**config.mk**
```make
export PLATFORM = sky130hd
export DESIGN_NAME = sr64_deser_flat
export DESIGN_NICKNAME = d
export VERILOG_FILES = /design/src/rtl/sr64_deser_pkg.sv /design/src/rtl/sr64_deser_if.sv /design/src/rtl/sr64_deser_bit_counter.sv /design/src/rtl/sr64_deser.sv /design/src/flat_wrapper.sv
export SDC_FILE = /design/constraint.sdc
export NUM_CORES = 1
export LEC_CHECK = 0
export CELL_PAD_IN_SITES_DETAIL_PLACEMENT = 0
export CELL_PAD_IN_SITES_GLOBAL_PLACEMENT = 1
export CORE_MARGIN = 8
export CORE_UTILIZATION = 45
export DETAILED_ROUTE_END_ITERATION = 12
export MAX_ROUTING_LAYER = met4
export PLACE_DENSITY = 0.86
export REMOVE_ABC_BUFFERS = 1
export SKIP_LAST_GASP = 1
export SLEW_MARGIN = 20
export SYNTH_ARGS = -nofsm -noshare
export SYNTH_HDL_FRONTEND = slang
export SYNTH_SLANG_ARGS = --single-unit
```
**constraint.sdc**
```tcl
create_clock -name clock -period 5.78 [get_ports clock]
set_input_delay 1.445 -clock clock [delete_from_list [all_inputs] [get_ports clock]]
set_output_delay 1.445 -clock clock [all_outputs]
set_load 0.02 [all_outputs]
```
**src/rtl/sr64_deser_pkg.sv**
```systemverilog
// sr64_deser_pkg
// Shared definitions for the serial deserializer and its bit counter:
// the FSM state encoding, the default word width, and the count-width helper.
package sr64_deser_pkg;

  typedef enum logic {
    ST_IDLE  = 1'b0,
    ST_SHIFT = 1'b1
  } state_t;

  localparam int SR_WIDTH = 64;

  // The count must be able to hold the value N itself.
  function automatic int cnt_width(input int n);
    return $clog2(n + 1);
  endfunction

endpackage

```
**src/rtl/sr64_deser_if.sv**
```systemverilog
// sr64_deser_if
// Bundles the frame input, the output-word handshake and the status signals.
//   slave  : the deserializer (inputs start/serin/ser_valid/dout_ready/clr_ovr,
//            outputs Data_out/dout_valid/busy/overrun/dbg_state)
//   master : the producer/consumer side (opposite directions)
// Handshake: a word moves on every clock edge where dout_valid and dout_ready
// are both 1; Data_out is held stable while dout_valid=1 and no transfer occurs,
// and dout_ready has no effect while dout_valid=0.
interface sr64_deser_if
  import sr64_deser_pkg::*;
#(
  parameter int N = SR_WIDTH
);

  logic         start;
  logic         serin;
  logic         ser_valid;
  logic         dout_ready;
  logic         clr_ovr;
  logic [N-1:0] Data_out;
  logic         dout_valid;
  logic         busy;
  logic         overrun;
  state_t       dbg_state;

  modport slave (
    input  start, serin, ser_valid, dout_ready, clr_ovr,
    output Data_out, dout_valid, busy, overrun, dbg_state
  );

  modport master (
    output start, serin, ser_valid, dout_ready, clr_ovr,
    input  Data_out, dout_valid, busy, overrun, dbg_state
  );

endinterface

```
**src/rtl/sr64_deser_bit_counter.sv**
```systemverilog
// sr64_deser_bit_counter
// Counts strobed bits of a frame, 0..N.
//   clock, reset : rising-edge clock, async active-high reset
//   i_clr        : restart the count at 0 (has priority over i_en)
//   i_en         : one bit accepted this cycle
//   o_done       : this cycle's increment is the Nth one
module sr64_deser_bit_counter
  import sr64_deser_pkg::*;
#(
  parameter  int N  = SR_WIDTH,
  localparam int CW = cnt_width(N)
) (
  input  logic clock,
  input  logic reset,
  input  logic i_clr,
  input  logic i_en,
  output logic o_done
);

  logic [CW-1:0] r_count;
  logic          w_last;

  assign w_last = (r_count == CW'(N - 1));
  assign o_done = i_en & ~i_clr & w_last;

  // After the Nth bit the count parks at N until the next clear, so it
  // never exceeds N.
  always_ff @(posedge clock or posedge reset) begin
    if (reset) begin
      r_count <= '0;
    end else if (i_clr) begin
      r_count <= '0;
    end else if (i_en) begin
      r_count <= r_count + CW'(1);
    end
  end

endmodule

```
**src/rtl/sr64_deser.sv**
```systemverilog
// sr64_deser
// Rebuilds N-bit words from a strobed serial stream. A start pulse begins
// (or restarts) a frame; each ser_valid cycle shifts in one bit. The finished
// word goes to a one-entry output buffer with a valid/ready handshake, so the
// next frame can shift in while the consumer drains.
//   clock, reset : rising-edge clock, async active-high reset
//   bus          : sr64_deser_if slave modport (see interface for signals)
// MSB_FIRST=0: first received bit ends in bit 0; MSB_FIRST=1: in bit N-1.
module sr64_deser
  import sr64_deser_pkg::*;
#(
  parameter int N         = SR_WIDTH,
  parameter bit MSB_FIRST = 1'b0
) (
  input  logic            clock,
  input  logic            reset,
  sr64_deser_if.slave     bus
);

  state_t       r_state;
  state_t       w_state_next;
  logic [N-1:0] r_shift;
  logic [N-1:0] w_shift_next;
  logic [N-1:0] r_data;
  logic         r_valid;
  logic         r_ovr;
  logic         w_sample;
  logic         w_done;
  logic         w_accept;

  // Start wins over a strobe in the same cycle; that serin is discarded.
  assign w_sample = (r_state == ST_SHIFT) && bus.ser_valid && !bus.start;

  sr64_deser_bit_counter #(.N(N)) u_bit_counter (
    .clock  (clock),
    .reset  (reset),
    .i_clr  (bus.start),
    .i_en   (w_sample),
    .o_done (w_done)
  );

  // The buffer can take the new word if it is empty or being drained in
  // this very cycle; otherwise the word is dropped and flagged.
  assign w_accept = w_done && (!r_valid || bus.dout_ready);

  always_comb begin
    w_shift_next = r_shift;
    if (bus.start) begin
      w_shift_next = '0;
    end else if (w_sample) begin
      if (MSB_FIRST) begin
        w_shift_next = {r_shift[N-2:0], bus.serin};
      end else begin
        w_shift_next = {bus.serin, r_shift[N-1:1]};
      end
    end
  end

  always_comb begin
    w_state_next = r_state;
    case (r_state)
      ST_IDLE: begin
        if (bus.start) w_state_next = ST_SHIFT;
      end
      ST_SHIFT: begin
        if (bus.start)   w_state_next = ST_SHIFT;
        else if (w_done) w_state_next = ST_IDLE;
      end
      default: w_state_next = ST_IDLE;
    endcase
  end

  always_ff @(posedge clock or posedge reset) begin
    if (reset) begin
      r_state <= ST_IDLE;
      r_shift <= '0;
      r_data  <= '0;
      r_valid <= 1'b0;
      r_ovr   <= 1'b0;
    end else begin
      r_state <= w_state_next;
      r_shift <= w_shift_next;

      // Completed word bypasses the shift register so it is visible right
      // after the edge that samples the last bit.
      if (w_accept) begin
        r_data  <= w_shift_next;
        r_valid <= 1'b1;
      end else if (bus.dout_ready) begin
        r_valid <= 1'b0;
      end

      // Setting beats clearing when both happen in one cycle.
      if (w_done && !w_accept) begin
        r_ovr <= 1'b1;
      end else if (bus.clr_ovr) begin
        r_ovr <= 1'b0;
      end
    end
  end

  assign bus.Data_out   = r_data;
  assign bus.dout_valid = r_valid;
  assign bus.busy       = (r_state == ST_SHIFT);
  assign bus.overrun    = r_ovr;
  assign bus.dbg_state  = r_state;

endmodule

```
**src/flat_wrapper.sv**
```systemverilog
// flat-port wrapper written by rule: the top's interface ports become plain ports
module sr64_deser_flat import sr64_deser_pkg::*;
#(
  parameter int N         = SR_WIDTH,
  parameter bit MSB_FIRST = 1'b0
)
  (clock, reset, bus_start, bus_serin, bus_ser_valid, bus_dout_ready, bus_clr_ovr, bus_Data_out, bus_dout_valid, bus_busy, bus_overrun, bus_dbg_state);
  sr64_deser_if #(.N(N)) bus_i ();
  input  logic clock;
  input  logic reset;
  input wire logic [$bits(bus_i.start)-1:0] bus_start;
  input wire logic [$bits(bus_i.serin)-1:0] bus_serin;
  input wire logic [$bits(bus_i.ser_valid)-1:0] bus_ser_valid;
  input wire logic [$bits(bus_i.dout_ready)-1:0] bus_dout_ready;
  input wire logic [$bits(bus_i.clr_ovr)-1:0] bus_clr_ovr;
  output wire logic [$bits(bus_i.Data_out)-1:0] bus_Data_out;
  output wire logic [$bits(bus_i.dout_valid)-1:0] bus_dout_valid;
  output wire logic [$bits(bus_i.busy)-1:0] bus_busy;
  output wire logic [$bits(bus_i.overrun)-1:0] bus_overrun;
  output wire logic [$bits(bus_i.dbg_state)-1:0] bus_dbg_state;
  assign bus_i.start = bus_start;
  assign bus_i.serin = bus_serin;
  assign bus_i.ser_valid = bus_ser_valid;
  assign bus_i.dout_ready = bus_dout_ready;
  assign bus_i.clr_ovr = bus_clr_ovr;
  assign bus_Data_out = bus_i.Data_out;
  assign bus_dout_valid = bus_i.dout_valid;
  assign bus_busy = bus_i.busy;
  assign bus_overrun = bus_i.overrun;
  assign bus_dbg_state = bus_i.dbg_state;
  sr64_deser #(.N(N), .MSB_FIRST(MSB_FIRST)) u_core (.clock(clock), .reset(reset), .bus(bus_i));
endmodule
```
==> reports/summary.md, run 1 <==
- **largest area contributor in the synthesized netlist** dfrtp_1
- **fill cell count** 1,100
- **CTS Buf Count** 17
- **endpoint required time on the critical path** 4.34 ns
- **max-capacitance violation count** 0
- **Worst Path Max Fanout** 47
- **post-synth cell types** 25
- **Critical Path End Type** output pin
- **vias post-DR** 3,788
- **fraction of power spent switching nets** 19.20%
- **share of cells above drive strength 1** 20.37%
- **EDFF count, synth** 0
- **Warnings, synthesis** 0
- **Clk network pwr share** 55.4%
- **Max stage delay cell, worst path** dfrtp_4
- **Seq cells post-synth** 138
- **internal portion of total power** 1.851 mW
- **most instantiated flip-flop cell in the synthesis netlist** dfrtp_1
- **Largest delay share family, worst path** flip-flops
- **final routed wirelength across all metal layers** 11,230 microns
- **global router's overall resource usage** 14.56%
- **count of clock tree sinks** 138
- **transition time of the tightest slew-check pin** 1.036 ns
- **DP HPWL** 6604 microns
- **Die X-Extent** 130.8 microns
- **ratio of total power to cell area** 310.9 mW/mm^2
- **y dimension of the die** 130.8 microns
- **CTS clk-pin slew, worst paths** 0.05 ns
- **Std-Cell Core Area** 0.01303 sq mm
- **post-route clock skew** 0.007162 ns
- **cells along the critical path** clkdlybuf4s50_1
- **leading cell types by total area after synthesis** dfrtp_1 (58%), mux2_1 (11%), a21bo_2 (11%)
- **element type at the critical path start** flop
- **fraction of power consumed by sequential logic** 42.4%
- **Setup TNS Final** 0 ns
- **final setup violation count** 0
- **clock tree from TritonCTS** built
- **post-route fraction of the period consumed by the critical path** 56.64%
- **global-route track usage on met1** 18.47%
- **endpoint arrival time on the critical path** 1.83 ns
- **remaining antenna violation count after routing** 0
- **GRT met2 Usage** 21.70%
- **portion of total power attributed to combinational logic** 2.2%
- **share of synthesized registers carrying an async set or reset** 100.0%
- **Worst Setup Path Type** flop to output pin
- **hold-fix buffer count after cts** 0
- **min Tclk post-route** 3.274 ns
- **first-pass GRT wire length** 19,020 microns
- **leakage component of the power** 3.296 nW
- **slowest stage delay, CP** 0.72 ns
- **Switching Power** 439.8 uW
- **post-layout power** 2.291 mW
- **max-slew headroom at the worst pin** 30.94%
- **drt wl/cell** 15.68 microns
- **post-CTS sizing** 0
- **# rows** 42
- **class of the tightest hold or removal check** flop to flop
- **Area growth syn-to-layout** 24.25%
- **via density per instance** 5.291
- **H-tree level count** 4
- **largest voltage drop on the vdd net** 0.1879 mV
- **weighted congestion reported at the end of routability-driven placement** 0.6931
- **Pins Over Slew Limit** 0
- **iteration-0 DRC count of the detailed router** 271
- **Syn Inst Count** 476
- **met3 usage in global routing** 3.734%
- **Antenna Diode Count** 0
- **initial antenna violation count** 0
- **vias in the first global route** 3,880
- **count of buffers from port buffering** 74
- **num ports** 75
- **final hold violation count** 0
- **largest net degree at the start of global routing** 113
- **library cell used as clock root buffer** clkbuf_16
- **Clock Path Buffers** 2
- **sequential fraction of the synthesis area** 58.24%
- **Cell Area, Synth** 0.005929 sq mm
- **unrepaired setup endpoints after global routing** false
- **total die area** 0.01711 sq mm
- **drt first pass iters** 4
- **commonest non-fill, non-tap cells in the layout** dfrtp_1 (137), clkdlybuf4s50_1 (72), a21oi_1 (69)
- **highest clock frequency the design can meet** 305.5 MHz
- **Post-CTS Repair Setup Buffers** 0
- **outcome** finished clean
- **area fraction of the dominant cell type after synthesis** 58.24%
- **per-instance average area after synthesis** 12.46 sq um
- **Final #Nets** 535
- **Initial Utilization** 45.50%
- **Clock Latency Late Sink** 0.41 ns
- **total grt overflow** 0
- **drc violations** 0
- **most common cell after layout, fill and taps aside** dfrtp_1
- **Most Used Layer, Global Route** met2
- **Buf+Inv Stages, Crit Path** 1
[cells in the mapped netlist (3+ instances only)]
| library cell | number |
|---|---|
| or3_1 | 3 |
| nor2_1 | 3 |
| clkbuf_1 | 20 |
| a21oi_1 | 69 |
| nand2_1 | 3 |
| mux2_2 | 4 |
| inv_1 | 3 |
| buf_2 | 14 |
| o21ai_0 | 3 |
| a21bo_2 | 64 |
| mux2_1 | 60 |
| dfrtp_1 | 138 |
| buf_6 | 6 |
| buf_4 | 6 |
| nand3_1 | 68 |
[metal layers]
metal | vias up | wire (microns)
met4 | 0 | 201
met3 | 17 | 448
met1 | 1905 | 5289
met2 | 66 | 5290
met5 | - | 0
li1 | 1800 | -
[cells by family (layout without fill, tap and decap cells)]
logic type                 Yosys count  count (layout)  share of synthesized area, %
and+or+nand+nor                     83              83                         7.322
DFF                                138             138                         58.24
AOI/OAI and AO/OA                  139             139                         17.24
adders and majority gates            1               1                        0.2110
muxes                               64              64                         12.15
buffers and inverters               49             113                         4.537
xor gates and xnor gates             2               2                        0.2955
[metrics by stage]
step	cells	hold WS (ns)	setup slack, ns	instance area, sq um	utilization, %
finish	716	0.4838	2.506	7367	56.53
detailed placement	684	0.4737	2.088	6668	51.16
floorplan	430	0.5077	0.5064	5672	-
global route	716	0.5038	2.382	7367	56.53
global placement	684	0.4731	2.164	6668	51.16
CTS	716	0.4864	2.473	7367	56.53
[flip-flops by register name, indices dropped and copies added, names as in the netlist]
name                          cells
u_core.bus.Data_out              64
u_core.r_shift                   64
u_core.u_bit_counter.r_count      7
u_core.bus.busy                   1
u_core.bus.dout_valid             1
u_core.bus.overrun                1
[path summary, 6_finish.rpt]
path,from,endpoint,slack (ns),cells past startpoint
max in group asynchronous,reset,u_core.bus.Data_out[37],3.25,3
min in group asynchronous,reset,u_core.bus.Data_out[18],1.61,2
hold / removal,u_core.bus.Data_out[8],u_core.bus.Data_out[8],0.48,1
hold reg to reg,u_core.bus.Data_out[8],u_core.bus.Data_out[8],0.48,1
setup reg to reg,u_core.bus.busy,u_core.bus.Data_out[45],3.22,3
setup / recovery,u_core.bus.busy,bus_dbg_state,2.51,1
[layout make-up]
| type | instances | area [sq um] | area share, % |
|---|---|---|---|
| Timing Repair Buffer | 78 | 763.2 | 10.36 |
| Multi-Input combinational cell | 289 | 2211 | 30.01 |
| Sequential cell | 138 | 3457 | 46.93 |
| Inverter | 3 | 16.27 | 0.2208 |
| Tap cell | 176 | 220.2 | 2.989 |
| Clock buffer | 20 | 456.7 | 6.199 |
| Clock inverter | 12 | 242.7 | 3.295 |
[power by group through the flow]
stage          clock network (mW)  registers (mW)  logic [mW]
4_1_cts                      1.29           0.970      0.0523
5_1_grt                      1.34           0.970      0.0583
3_3_place_gp                    0           0.987      0.0509
3_5_place_dp                    0           0.988      0.0520
6_report                     1.27           0.971      0.0505
2_1_floorplan                   0           0.987      0.0190
(Power assumes the default switching activity.)
==> inputs of run 2 (changes only) <==
==> constraint.sdc (replaced) <==
create_clock -name clock -period 3.36 [get_ports clock]
set_input_delay 0.84 -clock clock [delete_from_list [all_inputs] [get_ports clock]]
set_output_delay 0.84 -clock clock [all_outputs]
set_load 0.02 [all_outputs]
==> run 2 against run 1 <==
  * Wire length grew 0.81%
  * Die area unchanged
  * Utilization down 0.21 points
  * Non-clock buffer count is 6 higher
  * Sequential share of layout area increased by 0.18 points
  * Global-route usage up 0.15 points
  * Worst setup slack worse by 1.7 ns
  * First-iteration DRC count down 32%
  * Sequential power up 72%
  * Clock-buffer cell count up 1
  * Worst hold slack worse by 0.0029 ns
  * Critical endpoint is now bus_busy
==> reports/summary.md, run 2 (synthesis results as in run 1) <==
- **largest voltage drop on the vdd net** 0.2485 mV, +32%
- **end-of-flow core utilization** 56.32%, -0.21 points
- **launch point of the worst hold path** u_core.bus.Data_out[2]
- **y dimension of the die** 130.8 microns, unchanged
- **post-placement setup slack** 0.7678 ns, -1.320 ns
- **Clock Latency Late Sink** 0.41 ns, about the same
- **length of routed wiring on met1** 5371 microns, +1.6%
- **Post-CTS Repair Setup Buffers** 0, unchanged
- **Setup TNS Final** 0 ns, unchanged
- **num ports** 75, unchanged
- **final routed wirelength across all metal layers** 11,320 microns, +0.81%
- **post-CTS sizing** 0, unchanged
- **hold-fix buffer count after cts** 0, unchanged
- **max-capacitance violation count** 0, unchanged
- **Hold Path Sink** u_core.bus.Data_out[2]
- **total die area** 0.01711 sq mm, unchanged
- **via density per instance** 5.223, -1.3%
- **# rows** 42, unchanged
- **Reg2Reg Launch Point** u_core.bus.busy
- **Worst Path Max Fanout** 37, -21%
- **Clk network pwr share** 52.0%, -3.4 points
- **most common cell after layout, fill and taps aside** dfrtp_1
- **vias in the first global route** 3,916, +0.93%
- **highest clock frequency the design can meet** 386.3 MHz
- **fraction of power spent switching nets** 20.67%, +1.5 points
- **post-route fraction of the period consumed by the critical path** 77.03%
- **post-route clock skew** 0.01345 ns, +0.006285 ns
- **met2 wire length** 5343 microns, +1.0%
- **post-layout power** 3.665 mW, +60%
- **iteration-0 DRC count of the detailed router** 183, -32%
- **slowest stage delay, CP** 0.68 ns, -0.04 ns
- **min Tclk post-route** 2.588 ns
- **share of cells above drive strength 1** 21.25%, +0.88 points
- **count of clock tree sinks** 138, unchanged
- **Clock Path Buffers** 2, unchanged
- **final hold violation count** 0, unchanged
- **DP HPWL** 7084 microns, +7.3%
- **final setup violation count** 0, unchanged
- **vias post-DR** 3,771, -0.45%
- **worst setup slack after layout** 0.7717 ns, -1.735 ns
- **sum of met3 wire segment lengths after detailed routing** 469 microns, +4.7%
- **remaining antenna violation count after routing** 0, unchanged
- **Largest delay share family, worst path** buffers and inverters
- **Max stage delay cell, worst path** clkdlybuf4s50_1
- **max-slew headroom at the worst pin** 38.27%, +7.3 points
- **drc violations** 0, unchanged
- **Std-Cell Core Area** 0.01303 sq mm, unchanged
- **commonest non-fill, non-tap cells in the layout** dfrtp_1 (137), clkdlybuf4s50_1 (72), a21oi_1 (69)
- **clock tree from TritonCTS** built
- **top routing layer used** met4
- **Pins Over Slew Limit** 0, unchanged
- **drt first pass iters** 4, unchanged
- **class of the tightest hold or removal check** flop to flop
- **global router's overall resource usage** 14.72%, +0.15 points
- **CTS clk-pin slew, worst paths** 0.06 ns, about the same
- **leakage component of the power** 3.287 nW, -0.26%
- **Critical Path End Type** output pin
- **Worst Setup Path Type** flop to output pin
- **Switching Power** 757.7 uW, +72%
- **fraction of power consumed by sequential logic** 45.5%, +3.1 points
- **first-pass GRT wire length** 19,340 microns, +1.7%
- **endpoint arrival time on the critical path** 1.75 ns, -0.08 ns
- **Initial Utilization** 45.50%, unchanged
- **Area growth syn-to-layout** 23.78%
- **Antenna Diode Count** 0, unchanged
- **Final #Nets** 541, +1.1%
- **library cell used as clock root buffer** clkbuf_16
- **worst hold path stage count** 1, unchanged
- **RR Endpoint** u_core.u_bit_counter.r_count[5]
- **Die X-Extent** 130.8 microns, unchanged
- **Buf+Inv Stages, Crit Path** 1, unchanged
- **initial antenna violation count** 0, unchanged
- **ratio of total power to cell area** 499.4 mW/mm^2, +61%
- **transition time of the tightest slew-check pin** 0.9259 ns, -0.1100 ns
- **count of buffers from port buffering** 74, unchanged
- **Register-to-Register Setup Slack** 0.86 ns, -2.36 ns
- **unrepaired setup endpoints after global routing** false
- **outcome** finished clean
- **element type at the critical path start** flop
- **portion of total power attributed to combinational logic** 2.5%, +0.3 points
- **total grt overflow** 0, unchanged
- **Reg2Reg Depth** 4, +1
- **endpoint required time on the critical path** 2.52 ns, -1.82 ns
- **CTS Buf Count** 17, unchanged
- **weighted congestion reported at the end of routability-driven placement** 0.7086, +2.2%
- **cells along the critical path** clkdlybuf4s50_1
- **internal portion of total power** 2.908 mW, +57%
- **H-tree level count** 4, unchanged
- **drt wl/cell** 15.68 microns, about the same
- **largest net degree at the start of global routing** 100, -12%
## run 2: cell count changes in the layout (fill, tap and decap cells not counted)
| cell | delta |
|---|---|
| clkinv_2 | +1 |
| inv_6 | +1 |
| buf_12 | +1 |
| clkbuf_8 | +1 |
| buf_4 | +5 |
| bufinv_16 | -4 |
| clkinvlp_4 | +1 |
## run 2: power by group through the flow
| stage | logic, mW | registers (mW) | clock network, mW |
|---|---|---|---|
| after floorplan | 0.0327 | 1.70 | 0 |
| after global placement | 0.0927 | 1.70 | 0 |
| after detailed placement | 0.0953 | 1.70 | 0 |
| after CTS | 0.0958 | 1.67 | 1.95 |
| after global routing | 0.105 | 1.67 | 2.03 |
| final | 0.0918 | 1.67 | 1.90 |
## run 2: layout make-up
cell class | instances | area, sq um
Clock inverter | 11 | 143.9
Timing Repair Buffer | 84 | 820.8
Fill cell | 1120 | 5693
Clock buffer | 21 | 470.5
Tap cell | 176 | 220.2
Multi-Input combinational cell | 289 | 2211
Sequential cell | 138 | 3457
Inverter | 3 | 16.27
## run 2: stage by stage
stage	cell area (sq um)	hold WS (ns)	std cells
2_1_floorplan	5672	0.5077	430
3_3_place_gp	6725	0.4731	690
3_5_place_dp	6725	0.4740	690
4_1_cts	7340	0.4873	722
5_1_grt	7340	0.4940	722
6_report	7340	0.4809	722
## run 2: worst max path at each step
stage,depth (start not counted),end,slack (ns),from
floorplan,3,u_core.bus.Data_out[45],-1.91,u_core.bus.busy
global placement,5,u_core.bus.Data_out[45],0.82,bus_ser_valid
detailed placement,5,u_core.bus.Data_out[31],0.77,bus_ser_valid
CTS,1,bus_busy,0.74,u_core.bus.busy
global route,1,bus_busy,0.67,u_core.bus.busy
finish,1,bus_busy,0.77,u_core.bus.busy
## run 2: layer usage
metal | GRT usage (%) | up-vias
li1 | - | 1816
met1 | 18.84 | 1882
met3 | 3.937 | 11
met4 | 5.132 | 0
met2 | 22.22 | 62
met5 | - | -
==> inputs of run 3 (changes only) <==
--- a/config.mk
+++ b/config.mk
@@ -8,10 +8,10 @@
 export CELL_PAD_IN_SITES_DETAIL_PLACEMENT = 0
 export CELL_PAD_IN_SITES_GLOBAL_PLACEMENT = 1
 export CORE_MARGIN = 8
-export CORE_UTILIZATION = 45
+export CORE_UTILIZATION = 40
 export DETAILED_ROUTE_END_ITERATION = 12
 export MAX_ROUTING_LAYER = met4
-export PLACE_DENSITY = 0.86
+export PLACE_DENSITY = 0.81
 export REMOVE_ABC_BUFFERS = 1
 export SKIP_LAST_GASP = 1
 export SLEW_MARGIN = 20
==> constraint.sdc (replaced) <==
create_clock -name clock -period 2.22 [get_ports clock]
set_input_delay 0.555 -clock clock [delete_from_list [all_inputs] [get_ports clock]]
set_output_delay 0.555 -clock clock [all_outputs]
set_load 0.02 [all_outputs]
==> run 3 against run 2 <==
  * Die area rose by 11%
  * Highest routed layer unchanged
  * Worst setup slack got worse by 0.58 ns
  * First-iteration DRC count rose by 15%
  * Clock power rose by 43%
  * Worst hold slack got worse by 0.0066 ns
  * Sequential share of layout area fell by 0.40 points
  * Power rose by 47%
  * Critical endpoint unchanged
  * Clock-buffer cell count rose by 1
==> reports/summary.md, run 3 (synthesis results as in run 1) <==
- **CTS clk-pin slew, worst paths** 0.05 ns, about the same
- **count of clock tree sinks** 138, unchanged
- **first-pass GRT wire length** 20,000 microns, +3.4%
- **Final #Nets** 544, +0.55%
- **Buf+Inv Stages, Crit Path** 1, unchanged
- **vias post-DR** 3,843, +1.9%
- **total die area** 0.01898 sq mm, +11%
- **Initial Utilization** 40.80%, -4.7 points
- **Max stage delay cell, worst path** clkdlybuf4s50_1
- **element type at the critical path start** flop
- **library cell used as clock root buffer** clkbuf_16
- **# rows** 44, +4.8%
- **via density per instance** 5.257, +0.65%
- **transition time of the tightest slew-check pin** 0.5572 ns, -0.3687 ns
- **Clock Latency Late Sink** 0.42 ns, about the same
- **Clock Path Buffers** 2, unchanged
- **Std-Cell Core Area** 0.01453 sq mm, +12%
- **largest voltage drop on the vdd net** 0.5175 mV, +110%
- **DP HPWL** 7619 microns, +7.5%
- **post-placement setup slack** 0.05378 ns, -0.7140 ns
- **Largest delay share family, worst path** buffers and inverters
- **largest net degree at the start of global routing** 133, +33%
- **GRT met2 Usage** 20.50%, -1.7 points
- **outcome** finished clean
- **end-of-flow core utilization** 50.93%, -5.4 points
- **min Tclk post-route** 2.028 ns
- **area of combinational cells with multiple inputs** 0.002211 sq mm, unchanged
- **initial antenna violation count** 0, unchanged
- **H-tree level count** 4, unchanged
- **total grt overflow** 0, unchanged
- **remaining antenna violation count after routing** 0, unchanged
- **DP Area** 0.006833 sq mm, +1.6%
- **max-slew headroom at the worst pin** 62.85%, +25 points
- **global-route track usage on met1** 17.85%, -1.0 points
- **final routed wirelength across all metal layers** 12,170 microns, +7.5%
- **Pins Over Slew Limit** 0, unchanged
- **worst setup slack after layout** 0.1920 ns, -0.5797 ns
- **drc violations** 0, unchanged
- **iteration-0 DRC count of the detailed router** 210, +15%
- **y dimension of the die** 137.8 microns, +5.3%
- **Antenna Diode Count** 0, unchanged
- **drt first pass iters** 5, +1
- **highest clock frequency the design can meet** 493.1 MHz
- **met3 usage in global routing** 3.720%, -0.22 points
- **final hold violation count** 0, unchanged
- **Area growth syn-to-layout** 24.84%
- **cells along the critical path** clkdlybuf4s50_1
- **Most Used Layer, Global Route** met2
- **cell area after layout** 0.007402 sq mm, +0.85%
- **ratio of total power to cell area** 729.4 mW/mm^2, +46%
- **weighted congestion reported at the end of routability-driven placement** 0.6853, -3.3%
- **Setup TNS Final** 0 ns, unchanged
- **max-capacitance violation count** 0, unchanged
- **post-CTS sizing** 0, unchanged
- **tightest hold margin** 0.4743 ns, -0.006562 ns
- **commonest non-fill, non-tap cells in the layout** dfrtp_1 (137), clkdlybuf4s50_1 (72), a21oi_1 (69)
- **Post-CTS Repair Setup Buffers** 0, unchanged
- **leakage component of the power** 3.304 nW, +0.53%
- **endpoint arrival time on the critical path** 1.47 ns, -0.28 ns
- **Worst Setup Path Type** flop to output pin
- **num ports** 75, unchanged
- **post-route fraction of the period consumed by the critical path** 91.35%
- **Worst Path Max Fanout** 4, -89%
- **fill cell count** 1,303, +16%
- **slowest stage delay, CP** 0.62 ns, -0.06 ns
- **clock tree from TritonCTS** built
- **share of cells above drive strength 1** 21.21%, -0.039 points
- **post-route clock skew** 0.01223 ns, -0.001220 ns
- **final setup violation count** 0, unchanged
- **most common cell after layout, fill and taps aside** dfrtp_1
- **global router's overall resource usage** 13.84%, -0.88 points
- **Die X-Extent** 137.8 microns, +5.3%
- **flip-flop and latch area** 0.003457 sq mm, unchanged
- **class of the tightest hold or removal check** input port to async pin
- **CTS Buf Count** 17, unchanged
- **vias in the first global route** 3,861, -1.4%
- **count of buffers from port buffering** 74, unchanged
- **endpoint required time on the critical path** 1.66 ns, -0.86 ns
- **hold-fix buffer count after cts** 0, unchanged
- **Critical Path End Type** output pin
- **drt wl/cell** 16.65 microns, +6.2%
- **unrepaired setup endpoints after global routing** false
-- run 3: per-layer routing --
layer	wire (microns)	part of all wire [%]
met5	0	0
met4	119	0.98
met3	589	4.8
met2	5683	47
met1	5779	47
-- run 3: final timing paths --
kind                                                  from                 endpoint  slack, ns  depth (start not counted)
setup / recovery                           u_core.bus.busy                 bus_busy       0.19                          1
hold / removal                                       reset  u_core.bus.Data_out[10]       0.47                          2
setup reg to reg           u_core.u_bit_counter.r_count[0]   u_core.bus.Data_out[8]       0.37                          5
hold reg to reg                    u_core.bus.Data_out[10]  u_core.bus.Data_out[10]       0.48                          1
max in group asynchronous                            reset          u_core.bus.busy       1.15                          3
min in group clock                 u_core.bus.Data_out[10]  u_core.bus.Data_out[10]       0.48                          1
-- run 3: through the flow --
stage	std cells	total power [mW]
3_5_place_dp	701	2.729
4_1_cts	731	5.460
6_report	731	5.399
2_1_floorplan	430	2.620
5_1_grt	731	5.585
3_3_place_gp	701	2.724
-- run 3: worst register-to-register path: stages, from the launching register on --
cell	delay, ns
dfrtp_1	0.38
ha_1	0.20
nand4_2	0.16
and4bb_4	0.40
buf_4	0.23
mux2_1	0.36
-- run 3: area by class of cell --
type                    instances  area share (%)
repair buffers                 87           12.41
clock inverters                 8           1.285
inverters                       3          0.2197
clock buffers                  22           6.406
multi-input cells             289           29.87
well taps                     184           3.110
flip-flops and latches        138           46.70
-- run 3: where the power goes --
part | switching (mW) | internal [mW] | total [mW]
combinational | 0.117 | 0.0356 | 0.153
clock | 1.00 | 1.72 | 2.72
sequential | 0.00407 | 2.52 | 2.53
